[config.mk]
export PLATFORM = sky130hd
export DESIGN_NAME = pot_fire_manager
export DESIGN_NICKNAME = d
export VERILOG_FILES = /design/src/rtl/pot_fire_manager.sv
export SDC_FILE = /design/constraint.sdc
export NUM_CORES = 1
export LEC_CHECK = 0
export CORE_MARGIN = 4
export CORE_UTILIZATION = 30
export DETAILED_ROUTE_END_ITERATION = 6
export PLACE_DENSITY = 0.61
export RECOVER_POWER = 50
export SLEW_MARGIN = 40
export SYNTH_ARGS = -nofsm -noshare
export SYNTH_HDL_FRONTEND = slang
export SYNTH_SLANG_ARGS = --single-unit
[constraint.sdc]
create_clock -name clk -period 2.1 [get_ports clk]
set_clock_uncertainty 0.15 [all_clocks]
set_input_delay 0.42 -clock clk [delete_from_list [all_inputs] [get_ports clk]]
set_output_delay 0.42 -clock clk [all_outputs]
set_load 0.05 [all_outputs]
[src/rtl/pot_fire_manager.sv]
// Cooking and fire engine for NUM_POTS stove stations on the top counter row.
// Optional burn-warning outputs are built when POT_BURN_WARN_EN is defined.
module pot_fire_manager #(
    parameter int NUM_POTS      = 4,
    parameter int ROW_LEN       = 13,
    parameter int POT_COL0      = 8,
    parameter int CNT_W         = 11,
    parameter int COOK_FRAMES   = 600,
    parameter int BURN_FRAMES   = 600,
    parameter int SPREAD_FRAMES = 300,
    parameter int WARN_FRAMES   = 180
) (
    input  logic                      clk,
    input  logic                      reset,
    input  logic                      frame_tick,
    input  logic [NUM_POTS-1:0]       place_raw,
    input  logic [NUM_POTS-1:0]       remove,
    input  logic [ROW_LEN-1:0]        extinguish,
    output logic [NUM_POTS*2-1:0]     pot_status,
    output logic [NUM_POTS*CNT_W-1:0] time_left,
    output logic [ROW_LEN-1:0]        fire_row,
    output logic [NUM_POTS-1:0]       cooked_pulse,
    output logic                      fire_alarm,
    output logic [NUM_POTS-1:0]       burn_warn
);

    typedef enum logic [1:0] {
        ST_IDLE    = 2'd0,
        ST_COOKING = 2'd1,
        ST_DONE    = 2'd2,
        ST_FIRE    = 2'd3
    } pot_state_t;

    localparam logic [CNT_W-1:0] ONE         = CNT_W'(1);
    localparam logic [CNT_W-1:0] COOK_LOAD   = CNT_W'(COOK_FRAMES);
    localparam logic [CNT_W-1:0] BURN_LOAD   = CNT_W'(BURN_FRAMES);
    localparam logic [CNT_W-1:0] SPREAD_LAST = CNT_W'(SPREAD_FRAMES - 1);

    if (POT_COL0 + NUM_POTS > ROW_LEN) begin : g_bad_pot_col
        $error("pot_fire_manager: stations extend past the end of the row");
    end
    if (WARN_FRAMES < 0 || WARN_FRAMES >= (1 << CNT_W)) begin : g_bad_warn
        $error("pot_fire_manager: WARN_FRAMES does not fit the timer width");
    end

    pot_state_t           state_p0 [NUM_POTS];
    logic [CNT_W-1:0]     cnt_p0   [NUM_POTS];
    logic [CNT_W-1:0]     spread_cnt_p0;

    pot_state_t           state_d  [NUM_POTS];
    logic [CNT_W-1:0]     cnt_d    [NUM_POTS];
    logic [NUM_POTS-1:0]  cooked_d;
    logic [NUM_POTS-1:0]  ignite_d;
    logic [ROW_LEN-1:0]   ignite_row;
    logic [ROW_LEN-1:0]   fire_d;
    logic [CNT_W-1:0]     spread_cnt_d;
    logic                 spread_step;

    function automatic logic [ROW_LEN-1:0] spread_row(input logic [ROW_LEN-1:0] row);
        return row | (row << 1) | (row >> 1);
    endfunction

    // Per-pot next state: fire capture outranks remove, which outranks the timer.
    always_comb begin
        for (int i = 0; i < NUM_POTS; i++) begin
            state_d[i]  = state_p0[i];
            cnt_d[i]    = cnt_p0[i];
            cooked_d[i] = 1'b0;
            ignite_d[i] = 1'b0;
            unique case (state_p0[i])
                ST_IDLE: begin
                    if (place_raw[i]) begin
                        state_d[i] = ST_COOKING;
                        cnt_d[i]   = COOK_LOAD;
                    end
                end
                ST_COOKING: begin
                    if (fire_row[POT_COL0+i]) begin
                        state_d[i] = ST_FIRE;
                        cnt_d[i]   = '0;
                    end else if (remove[i]) begin
                        state_d[i] = ST_IDLE;
                        cnt_d[i]   = '0;
                    end else if (frame_tick) begin
                        if (cnt_p0[i] == ONE) begin
                            state_d[i]  = ST_DONE;
                            cnt_d[i]    = BURN_LOAD;
                            cooked_d[i] = 1'b1;
                        end else if (cnt_p0[i] != '0) begin
                            cnt_d[i] = cnt_p0[i] - ONE;
                        end
                    end
                end
                ST_DONE: begin
                    if (fire_row[POT_COL0+i]) begin
                        state_d[i] = ST_FIRE;
                        cnt_d[i]   = '0;
                    end else if (remove[i]) begin
                        state_d[i] = ST_IDLE;
                        cnt_d[i]   = '0;
                    end else if (frame_tick) begin
                        if (cnt_p0[i] == ONE) begin
                            state_d[i]  = ST_FIRE;
                            cnt_d[i]    = '0;
                            ignite_d[i] = 1'b1;
                        end else if (cnt_p0[i] != '0) begin
                            cnt_d[i] = cnt_p0[i] - ONE;
                        end
                    end
                end
                ST_FIRE: begin
                    if (!fire_row[POT_COL0+i]) begin
                        state_d[i] = ST_IDLE;
                        cnt_d[i]   = '0;
                    end
                end
                default: begin
                    state_d[i] = ST_IDLE;
                    cnt_d[i]   = '0;
                end
            endcase
        end
    end

    // Fire row: spread on the timer, add new ignitions, then spray wins over both.
    always_comb begin
        ignite_row   = '0;
        spread_step  = 1'b0;
        spread_cnt_d = spread_cnt_p0;
        for (int i = 0; i < NUM_POTS; i++) begin
            ignite_row[POT_COL0+i] = ignite_d[i];
        end
        if (fire_row == '0) begin
            spread_cnt_d = '0;
        end else if (fire_alarm && frame_tick) begin
            if (spread_cnt_p0 == SPREAD_LAST) begin
                spread_step  = 1'b1;
                spread_cnt_d = '0;
            end else begin
                spread_cnt_d = spread_cnt_p0 + ONE;
            end
        end
        fire_d = ((spread_step ? spread_row(fire_row) : fire_row) | ignite_row) & ~extinguish;
    end

    always_ff @(posedge clk) begin
        if (reset) begin
            for (int i = 0; i < NUM_POTS; i++) begin
                state_p0[i] <= ST_IDLE;
                cnt_p0[i]   <= '0;
            end
            spread_cnt_p0 <= '0;
            fire_row      <= '0;
            cooked_pulse  <= '0;
            fire_alarm    <= 1'b0;
        end else begin
            for (int i = 0; i < NUM_POTS; i++) begin
                state_p0[i] <= state_d[i];
                cnt_p0[i]   <= cnt_d[i];
            end
            spread_cnt_p0 <= spread_cnt_d;
            fire_row      <= fire_d;
            cooked_pulse  <= cooked_d;
            fire_alarm    <= |fire_row;
        end
    end

    always_comb begin
        for (int i = 0; i < NUM_POTS; i++) begin
            pot_status[2*i +: 2]       = state_p0[i];
            time_left[CNT_W*i +: CNT_W] = cnt_p0[i];
        end
    end

`ifdef POT_BURN_WARN_EN
    localparam logic [CNT_W-1:0] WARN_LOAD = CNT_W'(WARN_FRAMES);
    logic [NUM_POTS-1:0] warn_d;

    always_comb begin
        for (int i = 0; i < NUM_POTS; i++) begin
            warn_d[i] = (state_d[i] == ST_DONE) && (cnt_d[i] <= WARN_LOAD);
        end
    end

    always_ff @(posedge clk) begin
        if (reset) begin
            burn_warn <= '0;
        end else begin
            burn_warn <= warn_d;
        end
    end
`else
    assign burn_warn = '0;
`endif

endmodule
==> qor.csv <==
metric,value,unit
initial_core_util,0.309,
postRouteAntennaNets,0,
htree_num_levels,3,
synthArstFlopShare,0,
dp.cells,978,
synth.top_cell.area_share,0.328,
rsz0062_at_grt,true,
nets,822,
power_density,989,nW/µm²
cts.sinks,81,
synth_warnings,0,
startpoint,cnt_p0[2][1],
die_y,136,µm
period_share,0.984,
drive_above_1_share,0.290,
synth_cell_types,75,
synth_top_area_cell,dfxtp_1,
ys.flop_type,dfxtp_1,
synth.area.top_cells,"dfxtp_1, nor2_1, ha_1",
grt_max_degree,19,
gp_congestion,0.914,
clk_latency,0.35,ns
synth_most_common_cell,dfxtp_1,
via_per_inst,5.27,
hold_class,register to register,
dr.first_iter.drc_count,392,
grt.overflow.total,0,
synth-xor-area-share,0.0355,
setup_viol,0,
start_kind,register,
yosysSeqAreaShare,0.328,
worst_pin_slew,0.685,ns
synthesis.area,4940,µm²
die_w,136,µm
r2r_cells,7,
gr-usage-all-layers,0.169,
ys_top_cells_by_count,"dfxtp_1, nor2_1, a21oi_1, o21ai_0, nor3_1",
synth_compound_area_frac,0.213,
vdd_ir_drop_max,0.478,mV
drt_drc_violations_left,0,
crit_end,time_left[23],
vias,5263,
dr.pass1.iters,4,
synth_mux_area_frac,0.0127,
critical_path.max_fanout,3,
grt_pass1_wl,25200,µm
path_buf_inv,1,
cp_slowest_cell,clkdlybuf4s50_1,
crit_path_end_kind,output port,
area_growth,39.9,%
core,16000,µm²
antenna_cells,0,
slew_violations,0,
r2r_slack,0.08,ns
crit_family,buffers and inverters,
yosys.area_share.simple,0.299,
cp.arrival,1.50,ns
pwr-share-comb,0.477,
total_power,6830,µW
internal_power,3940,µW
synth_top_family_by_area,simple AND/OR/NAND/NOR gates,
dieArea,18600,µm²
synth_fa_ha_area_frac,0.0532,
r2r_start,state_p0[2][0],
routedWlPerCell,15.7,µm
worstSetupPathType,register to output port,
total_leakage_power,0.00260,µW
fmax,484,MHz
netlist_instances,613,
tritoncts,built,
synth_area_per_cell,8.05,µm²
dp_slack,-0.365,ns
rows,46,
slowest_delay,0.80,ns
critical_path_required,1.53,ns
synth_edf_count,0,
cts_root_buffer,clkbuf_16,
clock_path_buffers,2,
grt_pass1_vias,4996,
ys_seq_elements,81,
ios,98,
max-cap-violations,0,
numCtsBuffers,9,
holdBufCountCts,0,
timing.rr.end,cnt_p0[2][7],
p_sw,2890,µW
status,completed,
maxSlewHeadroom,0.545,
finalHoldViolCount,0,
port_buffers,93,
p_sw_frac,0.423,
routed_wl,15700,µm
hpwl,11800,µm
p_seq_frac,0.286,
cp_cell_sequence,clkdlybuf4s50_1,
antenna_found_initial,0,
cp.depth,1,
fin_crit,2.07,ns
final.setup.tns,0,ns
clkTransAtPathRegs,0.07,ns
final_cells,998,
pwr-share-clk,0.237,
finalWorstSetupSlack,0.0328,ns
-- layout by cell type, fill, tap and decap left out, types with 5 or more instances in the layout --
cell,synthesis,layout
a211oi_1,12,11
a21oi_1,49,44
a21oi_2,0,5
a311oi_1,7,6
and3_1,5,5
buf_4,6,88
clkbuf_1,15,47
clkbuf_16,0,9
clkbuf_2,0,15
clkdlybuf4s50_1,0,27
dfxtp_1,81,56
dfxtp_2,0,19
dfxtp_4,0,6
ha_1,21,17
inv_1,30,26
nand2_1,27,26
nand2b_1,7,7
nand3_1,15,14
nand4_1,20,20
nand4b_1,5,5
nor2_1,72,68
nor2b_1,7,6
nor3_1,31,26
nor4_1,12,9
o21ai_0,39,35
o21ai_1,2,5
o31ai_1,8,8
or2_2,10,10
or4_1,9,5
or4_4,1,5
xnor2_1,6,6
xor2_1,14,14
-- power by group through the flow --
stage	sequential, µW	clock, µW	combinational [µW]
5_1_grt	1980	1700	3560
3_3_place_gp	1970	0	3120
4_1_cts	1950	1650	3180
3_5_place_dp	1980	0	3160
6_report	1950	1620	3260
2_1_floorplan	2500	0	1560
-- registers in the layout, summed over array words and instances (netlist names) --
| signal | cells |
|---|---|
| fire_row | 13 |
| state_p0 | 8 |
| cnt_p0 | 44 |
| cooked_pulse | 4 |
| spread_cnt_p0 | 11 |
| fire_alarm | 1 |
-- worst min path at each step --
stage          depth (start not counted)           endpoint  slack, ns         startpoint
6_report                               2      cnt_p0[2][10]       0.37      cnt_p0[2][10]
5_1_grt                                1       cnt_p0[2][0]       0.39       cnt_p0[2][0]
4_1_cts                                1       cnt_p0[2][0]       0.36       cnt_p0[2][0]
3_5_place_dp                           1       cnt_p0[2][0]       0.34       cnt_p0[2][0]
3_3_place_gp                           1       cnt_p0[2][0]       0.34       cnt_p0[2][0]
2_1_floorplan                          2  spread_cnt_p0[10]       0.33  spread_cnt_p0[10]
-- metal layers --
metal  GRT usage  share of wire
met3      0.0315          0.047
met1       0.221           0.46
met2       0.273           0.47
met4      0.0683          0.025
met5           0              0
-- what timing repair did --
action	in CTS	in global routing
setup endpoints to repair	3	55
gates resized for setup	3	48
setup buffers	0	4
pin swaps	0	11
-- per-stage QoR --
| step | utilization | instance area [µm²] | hold slack (ns) |
|---|---|---|---|
| 6_report | 0.432 | 6910 | 0.371 |
| 5_1_grt | 0.432 | 6910 | 0.390 |
| 4_1_cts | 0.432 | 6920 | 0.361 |
| 3_5_place_dp | 0.413 | 6620 | 0.344 |
| 3_3_place_gp | 0.413 | 6620 | 0.340 |
| 2_1_floorplan | - | 5060 | 0.330 |
-- logic make-up (layout without fill, tap and decap cells) --
kind of cell	count (synthesis)	count (layout)
multiplexers	6	6
buffers and inverters	63	229
XOR/XNOR	20	20
AO/OA/AOI/OAI	161	161
other	1	4
AND/OR/NAND/NOR	260	260
adder cells (fa/ha/maj)	21	21
flip-flops	81	81
-- cell type report --
type | count | area, µm²
Fill cell | 1640 | 9090
Tap cell | 216 | 270
Clock buffer | 9 | 225
Sequential cell | 81 | 1670
Multi-Input combinational cell | 472 | 3270
Clock inverter | 7 | 71.3
Timing Repair Buffer | 183 | 1280
Inverter | 30 | 118
No activity file was read; power rests on OpenSTA's default activity.
